`src/rtl/multicycle_control_unit_pkg.sv`:
```
// Shared definitions for the multi-cycle RISC-V control unit: opcodes,
// FSM states, ALU operand/operation encodings and the control word layout.
package riscv_ctrl_pkg;

    localparam logic [6:0] OP_RTYPE  = 7'b0110011;
    localparam logic [6:0] OP_ITYPE  = 7'b0010011;
    localparam logic [6:0] OP_LOAD   = 7'b0000011;
    localparam logic [6:0] OP_STORE  = 7'b0100011;
    localparam logic [6:0] OP_BRANCH = 7'b1100011;

    typedef enum logic [3:0] {
        FETCH,
        DECODE,
        EXEC_R,
        EXEC_I,
        MEM_ADDR,
        MEM_RD,
        MEM_WB,
        MEM_WR,
        ALU_WB,
        BRANCH,
        TRAP
    } state_t;

    localparam logic [1:0] ALUOP_ADD    = 2'b00;
    localparam logic [1:0] ALUOP_SUB    = 2'b01;
    localparam logic [1:0] ALUOP_RFUNCT = 2'b10;
    localparam logic [1:0] ALUOP_IFUNCT = 2'b11;

    localparam logic [1:0] SRCB_RS2  = 2'b00;
    localparam logic [1:0] SRCB_FOUR = 2'b01;
    localparam logic [1:0] SRCB_IMM  = 2'b10;

    typedef struct packed {
        logic       pc_write;
        logic       branch;
        logic       iord;
        logic       mem_read;
        logic       mem_write;
        logic       ir_write;
        logic       mem_to_reg;
        logic       reg_write;
        logic       alu_src_a;
        logic [1:0] alu_src_b;
        logic [1:0] alu_op;
        logic       pc_source;
    } ctrl_word_t;

    // Instruction class dispatch out of DECODE; unknown opcodes trap.
    function automatic state_t decode_next(input logic [6:0] op);
        case (op)
            OP_RTYPE:           return EXEC_R;
            OP_ITYPE:           return EXEC_I;
            OP_LOAD, OP_STORE:  return MEM_ADDR;
            OP_BRANCH:          return BRANCH;
            default:            return TRAP;
        endcase
    endfunction

endpackage

```
`src/rtl/multicycle_control_unit_ctrl_word_decode.sv`:
```
// Combinational state -> control word map. Only FETCH depends on mem_ready
// (IR and PC are loaded in the cycle the instruction word arrives).
module ctrl_word_decode
    import riscv_ctrl_pkg::*;
(
    input  state_t     state,
    input  logic       mem_ready,
    output ctrl_word_t cw
);

    // Everything defaults to 0; each state raises only its own controls.
    always_comb begin
        cw = '0;
        case (state)
            FETCH: begin
                cw.mem_read  = 1'b1;
                cw.alu_src_b = SRCB_FOUR;
                cw.alu_op    = ALUOP_ADD;
                cw.ir_write  = mem_ready;
                cw.pc_write  = mem_ready;
            end
            DECODE: begin
                // PC + imm lands in ALUOut as the branch target
                cw.alu_src_b = SRCB_IMM;
                cw.alu_op    = ALUOP_ADD;
            end
            EXEC_R: begin
                cw.alu_src_a = 1'b1;
                cw.alu_src_b = SRCB_RS2;
                cw.alu_op    = ALUOP_RFUNCT;
            end
            EXEC_I: begin
                cw.alu_src_a = 1'b1;
                cw.alu_src_b = SRCB_IMM;
                cw.alu_op    = ALUOP_IFUNCT;
            end
            MEM_ADDR: begin
                cw.alu_src_a = 1'b1;
                cw.alu_src_b = SRCB_IMM;
                cw.alu_op    = ALUOP_ADD;
            end
            MEM_RD: begin
                cw.iord     = 1'b1;
                cw.mem_read = 1'b1;
            end
            MEM_WB: begin
                cw.reg_write  = 1'b1;
                cw.mem_to_reg = 1'b1;
            end
            MEM_WR: begin
                cw.iord      = 1'b1;
                cw.mem_write = 1'b1;
            end
            ALU_WB: begin
                cw.reg_write = 1'b1;
            end
            BRANCH: begin
                cw.alu_src_a = 1'b1;
                cw.alu_src_b = SRCB_RS2;
                cw.alu_op    = ALUOP_SUB;
                cw.branch    = 1'b1;
                cw.pc_source = 1'b1;
            end
            default: ;
        endcase
    end

endmodule

```
`src/rtl/multicycle_control_unit.sv`:
```
// Multi-cycle RISC-V control FSM: sequences FETCH/DECODE/EXECUTE/MEM/WB,
// latches the opcode in DECODE, traps on unknown opcodes and counts
// retired instructions.
module multicycle_control_unit
    import riscv_ctrl_pkg::*;
#(
    parameter int ALUOP_W       = 2,
    parameter int USE_MEM_READY = 1,
    parameter int CNT_W         = 32
) (
    input  logic               clk,
    input  logic               reset,
    input  logic [6:0]         opcode,
    input  logic               zero,
    input  logic               mem_ready,
    output logic               PCWrite,
    output logic               Branch,
    output logic               IorD,
    output logic               MemRead,
    output logic               MemWrite,
    output logic               IRWrite,
    output logic               MemtoReg,
    output logic               RegWrite,
    output logic               ALUSrcA,
    output logic [1:0]         ALUSrcB,
    output logic [ALUOP_W-1:0] ALUOp,
    output logic               PCSource,
    output logic               illegal,
    output logic [CNT_W-1:0]   retired
);

    state_t           state_reg;
    logic [6:0]       opcode_reg;
    logic             illegal_reg;
    logic [CNT_W-1:0] retired_reg;
    logic             ready_eff;
    logic             retire;
    ctrl_word_t       cw;
    ctrl_word_t       cw_out;

    // zero only gates Branch inside the datapath; the FSM never needs it.
    logic unused_zero;
    assign unused_zero = zero;

    assign ready_eff = (USE_MEM_READY != 0) ? mem_ready : 1'b1;

    // A retire cycle is the last cycle of a completed instruction.
    always_comb begin
        retire = 1'b0;
        case (state_reg)
            ALU_WB, MEM_WB, BRANCH: retire = 1'b1;
            MEM_WR:                 retire = ready_eff;
            default:                retire = 1'b0;
        endcase
    end

    // Main FSM plus opcode latch, sticky trap flag and retire counter.
    always_ff @(posedge clk) begin
        if (reset) begin
            state_reg   <= FETCH;
            opcode_reg  <= '0;
            illegal_reg <= 1'b0;
            retired_reg <= '0;
        end else begin
            if (retire)
                retired_reg <= retired_reg + CNT_W'(1);
            case (state_reg)
                FETCH:  if (ready_eff) state_reg <= DECODE;
                DECODE: begin
                    opcode_reg <= opcode;
                    state_reg  <= decode_next(opcode);
                    if (decode_next(opcode) == TRAP)
                        illegal_reg <= 1'b1;
                end
                EXEC_R, EXEC_I: state_reg <= ALU_WB;
                MEM_ADDR: state_reg <= (opcode_reg == OP_LOAD) ? MEM_RD : MEM_WR;
                MEM_RD: if (ready_eff) state_reg <= MEM_WB;
                MEM_WR: if (ready_eff) state_reg <= FETCH;
                MEM_WB, ALU_WB, BRANCH: state_reg <= FETCH;
                TRAP:    state_reg <= TRAP;
                default: state_reg <= FETCH;
            endcase
        end
    end

    ctrl_word_decode u_ctrl_word_decode (
        .state     (state_reg),
        .mem_ready (ready_eff),
        .cw        (cw)
    );

    // Controls are held at 0 for as long as reset is asserted.
    always_comb begin
        cw_out = reset ? '0 : cw;
    end

    assign PCWrite  = cw_out.pc_write;
    assign Branch   = cw_out.branch;
    assign IorD     = cw_out.iord;
    assign MemRead  = cw_out.mem_read;
    assign MemWrite = cw_out.mem_write;
    assign IRWrite  = cw_out.ir_write;
    assign MemtoReg = cw_out.mem_to_reg;
    assign RegWrite = cw_out.reg_write;
    assign ALUSrcA  = cw_out.alu_src_a;
    assign ALUSrcB  = cw_out.alu_src_b;
    assign ALUOp    = ALUOP_W'(cw_out.alu_op);
    assign PCSource = cw_out.pc_source;
    assign illegal  = illegal_reg;
    assign retired  = retired_reg;

endmodule

```
`config.mk`:
```
export PLATFORM = sky130hd
export DESIGN_NAME = multicycle_control_unit
export DESIGN_NICKNAME = d
export VERILOG_FILES = /design/src/rtl/multicycle_control_unit_pkg.sv /design/src/rtl/multicycle_control_unit_ctrl_word_decode.sv /design/src/rtl/multicycle_control_unit.sv
export SDC_FILE = /design/constraint.sdc
export NUM_CORES = 1
export LEC_CHECK = 0
export CAP_MARGIN = 20
export CORE_ASPECT_RATIO = 1.75
export CORE_MARGIN = 2
export CORE_UTILIZATION = 51
export CTS_CLUSTER_SIZE = 10
export DETAILED_ROUTE_END_ITERATION = 6
export PLACE_DENSITY = 0.91
export SLEW_MARGIN = 0
export SYNTH_ARGS = -nofsm -noshare
export SYNTH_HDL_FRONTEND = slang
export SYNTH_HIERARCHICAL = 1
export SYNTH_SLANG_ARGS = --single-unit
export TNS_END_PERCENT = 50
```
`constraint.sdc`:
```
create_clock -name clk -period 2.5 [get_ports clk]
set_input_delay 0.625 -clock clk [delete_from_list [all_inputs] [get_ports clk]]
set_output_delay 0.625 -clock clk [all_outputs]
set_load 0.05 [all_outputs]
```
* Word level (Yosys, flattened, before mapping)
Cells that the tools add are included.
Storage, ports and cells: bits in writable memories 0, bits of input ports 11, ROM bits 0, register bits after elaboration 44, memories kept 0, output and inout port bits 47, latch bits 0
Operators by class: muxes and demuxes 19, divide/modulo/power cells 0, add/subtract/negate cells 1, equal/unequal tests 20, reductions and logical operators 11, $mul 0, order comparisons 0, bitwise logic cells 0, shifts and indexed selects 0
Operator list (number):
- adder 32 x 1 -> 32 bit, second input constant | 1
- one-hot mux 4 bit (7 select lines) | 1
- two-way mux 4 bit | 5
- one-hot mux 4 bit (5 select lines) | 1
- equality test 4 x 3 -> 1 bit, second input constant | 4
- equality test 4 bit, second input constant | 4
- one-hot mux 4 bit (4 select lines) | 1
- equality test 7 x 2 -> 1 bit, second input constant | 2
- equality test 7 x 6 -> 1 bit, second input constant | 2
- two-way mux 14 bit | 1
- OR reduction 2 bit | 6
- equality test 4 x 2 -> 1 bit, second input constant | 2
- two-way mux 1 bit | 8
- equality test 7 x 5 -> 1 bit, second input constant | 1
- equality test 7 bit, second input constant | 1
- != test 2 bit, second input constant | 3
- equality test 4 x 1 -> 1 bit, second input constant | 1
- logical NOT 4 bit | 1
- OR reduction 4 bit | 1
- AND reduction 3 bit | 1
- OR reduction 3 bit | 1
- two-way mux 2 bit | 1
- one-hot mux 1 bit (2 select lines) | 1
- AND reduction 2 bit | 1

* Longest topological paths before layout
Gate-level depths: netlist of the first run.
depth after elaboration 7, gate-level depth with buffers 7

* Hierarchy
Netlist of the first run, hierarchy kept.
By module, submodules not included:
- multicycle_control_unit | times used 1, area an instance 2396.0 um^2, cells an instance 298, sequential area each 880.8 um^2
- ctrl_word_decode | times used 1, area an instance 212.7 um^2, cells an instance 26, sequential area each 0.0 um^2

* Worst setup path after synthesis of the first run
OpenSTA, ideal clock, no wires.
kind input -> output, start point input port reset, end point output port ALUOp[0], buffers on the path 2, cell stages on the path 3, slack 0.147 ns, data arrival time 1.728 ns, path through clkbuf_1 clkbuf_1 nor2b_1
Between the ends: word-level cells in the longest chain between the ends 1
RTL lines:
- start: declaration | line multicycle_control_unit.sv:12 | input logic reset,
- two-way mux 14 bit | line multicycle_control_unit.sv:94 | cw_out = reset ? '0 : cw;
- end: declaration | line multicycle_control_unit.sv:26 | output logic [ALUOP_W-1:0] ALUOp,
No other way between the ends.

==> flow_metrics.tcl, run 1 <==
set metrics [dict create \
    status "completed" \
    place_area_mm2 0.00319 \
    start_util 0.529 \
    vdd_ir_drop_max_uv 500 \
    clockBufferDepth 2 \
    finClkSkew_ns 0.00775 \
    dpl.cell_count 415 \
    grt_antenna_before_repair 0 \
    synthMuxAreaShare 0.0341 \
    fp.dieH_um 98.6 \
    crit_arrival_ns 1.75 \
    path_clk_slew_ns 0.08 \
    rsz0062_at_grt "no" \
    ys_seq_area_frac 0.338 \
    syn-num-nets 336 \
    power_mw 1.78 \
    drtIter0Drc 110 \
    grt_first_pass_wirelength_um 10500 \
    clkSinkCount 44 \
    startpoint_type "primary input" \
    cts_max_level 2 \
    synth-adder-area-share 0.00480 \
    holdBufCountCts 0 \
    r2r-start "retired[3]" \
    hold_viol 0 \
    avgSynthCellArea_um2 8.05 \
    power_density_mw_per_mm2 543 \
    dr.pass1.iters 4 \
    post_cts_buffers 0 \
    cts_resized 0 \
    synth_compound_area_frac 0.165 \
    area_growth_pct 25.9 \
    min_from "illegal" \
    reg2reg_depth 4 \
    period_share 0.948 \
    nNetsFinal 380 \
    clk_latency_ns 0.30 \
    routed_wl_um 6150 \
    clockRootBuffer "clkbuf_8" \
    cts_tree "built" \
    period_needed_ns 2.37 \
    crit_fanout 5 \
    cp.required_ns 1.88 \
    core_mm2 0.00493 \
    wire_per_inst_um 14.5 \
    drive_gt1_frac 0.136 \
    grt_max_degree 49 \
    leakagePower_nw 1.08 \
    fillCellCount 410 \
    fp-row-count 34 \
    slew_headroom 0.654 \
    yosysWarnings 6 \
    die_w_um 58.1 \
    setup_slack_ns 0.129 \
    die-area_mm2 0.00573 \
    vias 2621 \
    async_flop_share 0 \
    setup_violations 0 \
    yosys.area_share.simple 0.370 \
    drv_slew 0 \
    cts_buffers 5 \
    synth_edf_count 0 \
    n_antenna_cell 0 \
    syn_area_mm2 0.00261 \
    synth_top_family_by_area "simple AND/OR/NAND/NOR gates" \
    crit_start "mem_ready" \
    yosys_most_used_dff "dfxtp_1" \
    drc 0 \
    grt_usage 0.227 \
    synth-xor-area-share 0.0134 \
    holdPathStages 2 \
    portBuffers 56 \
    maxCapViolations 0 \
    end_kind "primary output" \
    ys_types 54 \
    largest_reg_flops 32 \
    syn_inst 324 \
    overflow 0 \
    pre_cts_ws_ns -0.0118 \
    fmax_ghz 0.422 \
    hpwlAfterDp_um 4430 \
    stdcell_count 423 \
    ant_nets 0 \
    via_per_inst 6.20 \
    min_path_type "reg2reg" \
    gp_congestion 0.865 \
    finalSetupTns_ns 0 \
    fin_area_mm2 0.00328 \
    grt_pass1_vias 2497 \
    crit_type "in2out" \
    ioPinCount 58 \
    synth-seq-cells 44 \
    worst_slew_pin_slew_ns 0.517 \
]
==> cells in the mapped netlist (9+ instances only) <==
master / instances / area share
o31ai_1: 14 / 0.040
clkbuf_1: 19 / 0.027
nor2_1: 15 / 0.022
dfxtp_1: 44 / 0.34
a21oi_1: 36 / 0.069
nand3_1: 12 / 0.023
or4_1: 17 / 0.049
nor2b_1: 23 / 0.055
nand2_1: 25 / 0.036
o21ai_0: 9 / 0.017
inv_1: 9 / 0.013
or3_1: 9 / 0.022
==> critical path, cell delays in order <==
cell and delay [ns]:
clkdlybuf4s50_1 0.57, and2_1 0.16, nor2b_1 0.22, buf_12 0.17
==> logic make-up after synthesis <==
logic type      count (synthesis)
buf+inv                        39
compound gates                 72
fa+ha+maj                       1
flops                          44
mux                             8
xor+xnor                        4
simple gates                  156
==> worst paths after layout <==
path,end,slack [ns]
hold reg to reg,illegal,0.45
setup / recovery,PCWrite,0.13
setup reg to reg,retired[17],0.24
hold / removal,illegal,0.45
==> layout by cell type (no fill, tap or decap), types with 6 or more instances in the layout <==
| cell | Yosys | routed |
|---|---|---|
| or3_1 | 9 | 9 |
| nor4_1 | 6 | 6 |
| or4_1 | 17 | 17 |
| o31ai_1 | 14 | 14 |
| dfxtp_1 | 44 | 40 |
| buf_4 | 2 | 20 |
| nor2b_1 | 23 | 23 |
| nand3_1 | 12 | 12 |
| clkdlybuf4s50_1 | 0 | 41 |
| o21ai_0 | 9 | 9 |
| inv_1 | 9 | 9 |
| clkbuf_8 | 0 | 6 |
| nand2_1 | 25 | 25 |
| nand4_1 | 6 | 6 |
| nor2_1 | 15 | 15 |
| a21oi_1 | 36 | 35 |
==> routing by layer <==
metal,share of wire,routed length (um),vias up,global-route usage
met1,0.39,2390,1249,0.250
met4,0.026,158,0,0.120
met3,0.046,281,15,0.0433
li1,-,-,1277,-
met5,0,0,-,0
met2,0.54,3320,80,0.397
==> stage by stage <==
stage | hold WS (ns) | utilization
after floorplan | 0.431 | -
after global placement | 0.438 | 0.646
after detailed placement | 0.444 | 0.646
after CTS | 0.457 | 0.665
after global routing | 0.481 | 0.666
final | 0.453 | 0.666
==> final cells by class <==
type                            instances  area [um2]  area share
Clock buffer                            7        86.3      0.0263
Clock inverter                          1        7.51     0.00229
Inverter                                9        33.8      0.0103
Multi-Input combinational cell        241        1540       0.468
Sequential cell                        44         886       0.270
Tap cell                               54        67.6      0.0206
Timing Repair Buffer                   67         666       0.203
==> report_power, final <==
part           switching, mW  total, mW  internal, mW
sequential            0.0506      0.789         0.739
clock                  0.236      0.461         0.224
combinational          0.313      0.534         0.222
Power figures use the tool's default switching activity.
==> inputs of run 2 (changes only) <==
--- a/config.mk
+++ b/config.mk
@@ -9,7 +9,7 @@
 export CORE_ASPECT_RATIO = 1.75
 export CORE_MARGIN = 2
 export CORE_UTILIZATION = 51
-export CTS_CLUSTER_SIZE = 10
+export CTS_CLUSTER_SIZE = 24
 export DETAILED_ROUTE_END_ITERATION = 6
 export PLACE_DENSITY = 0.91
 export SLEW_MARGIN = 0
==> results of run 2 <==
The final DEF is identical to that of run 1; final timing and power are the same.
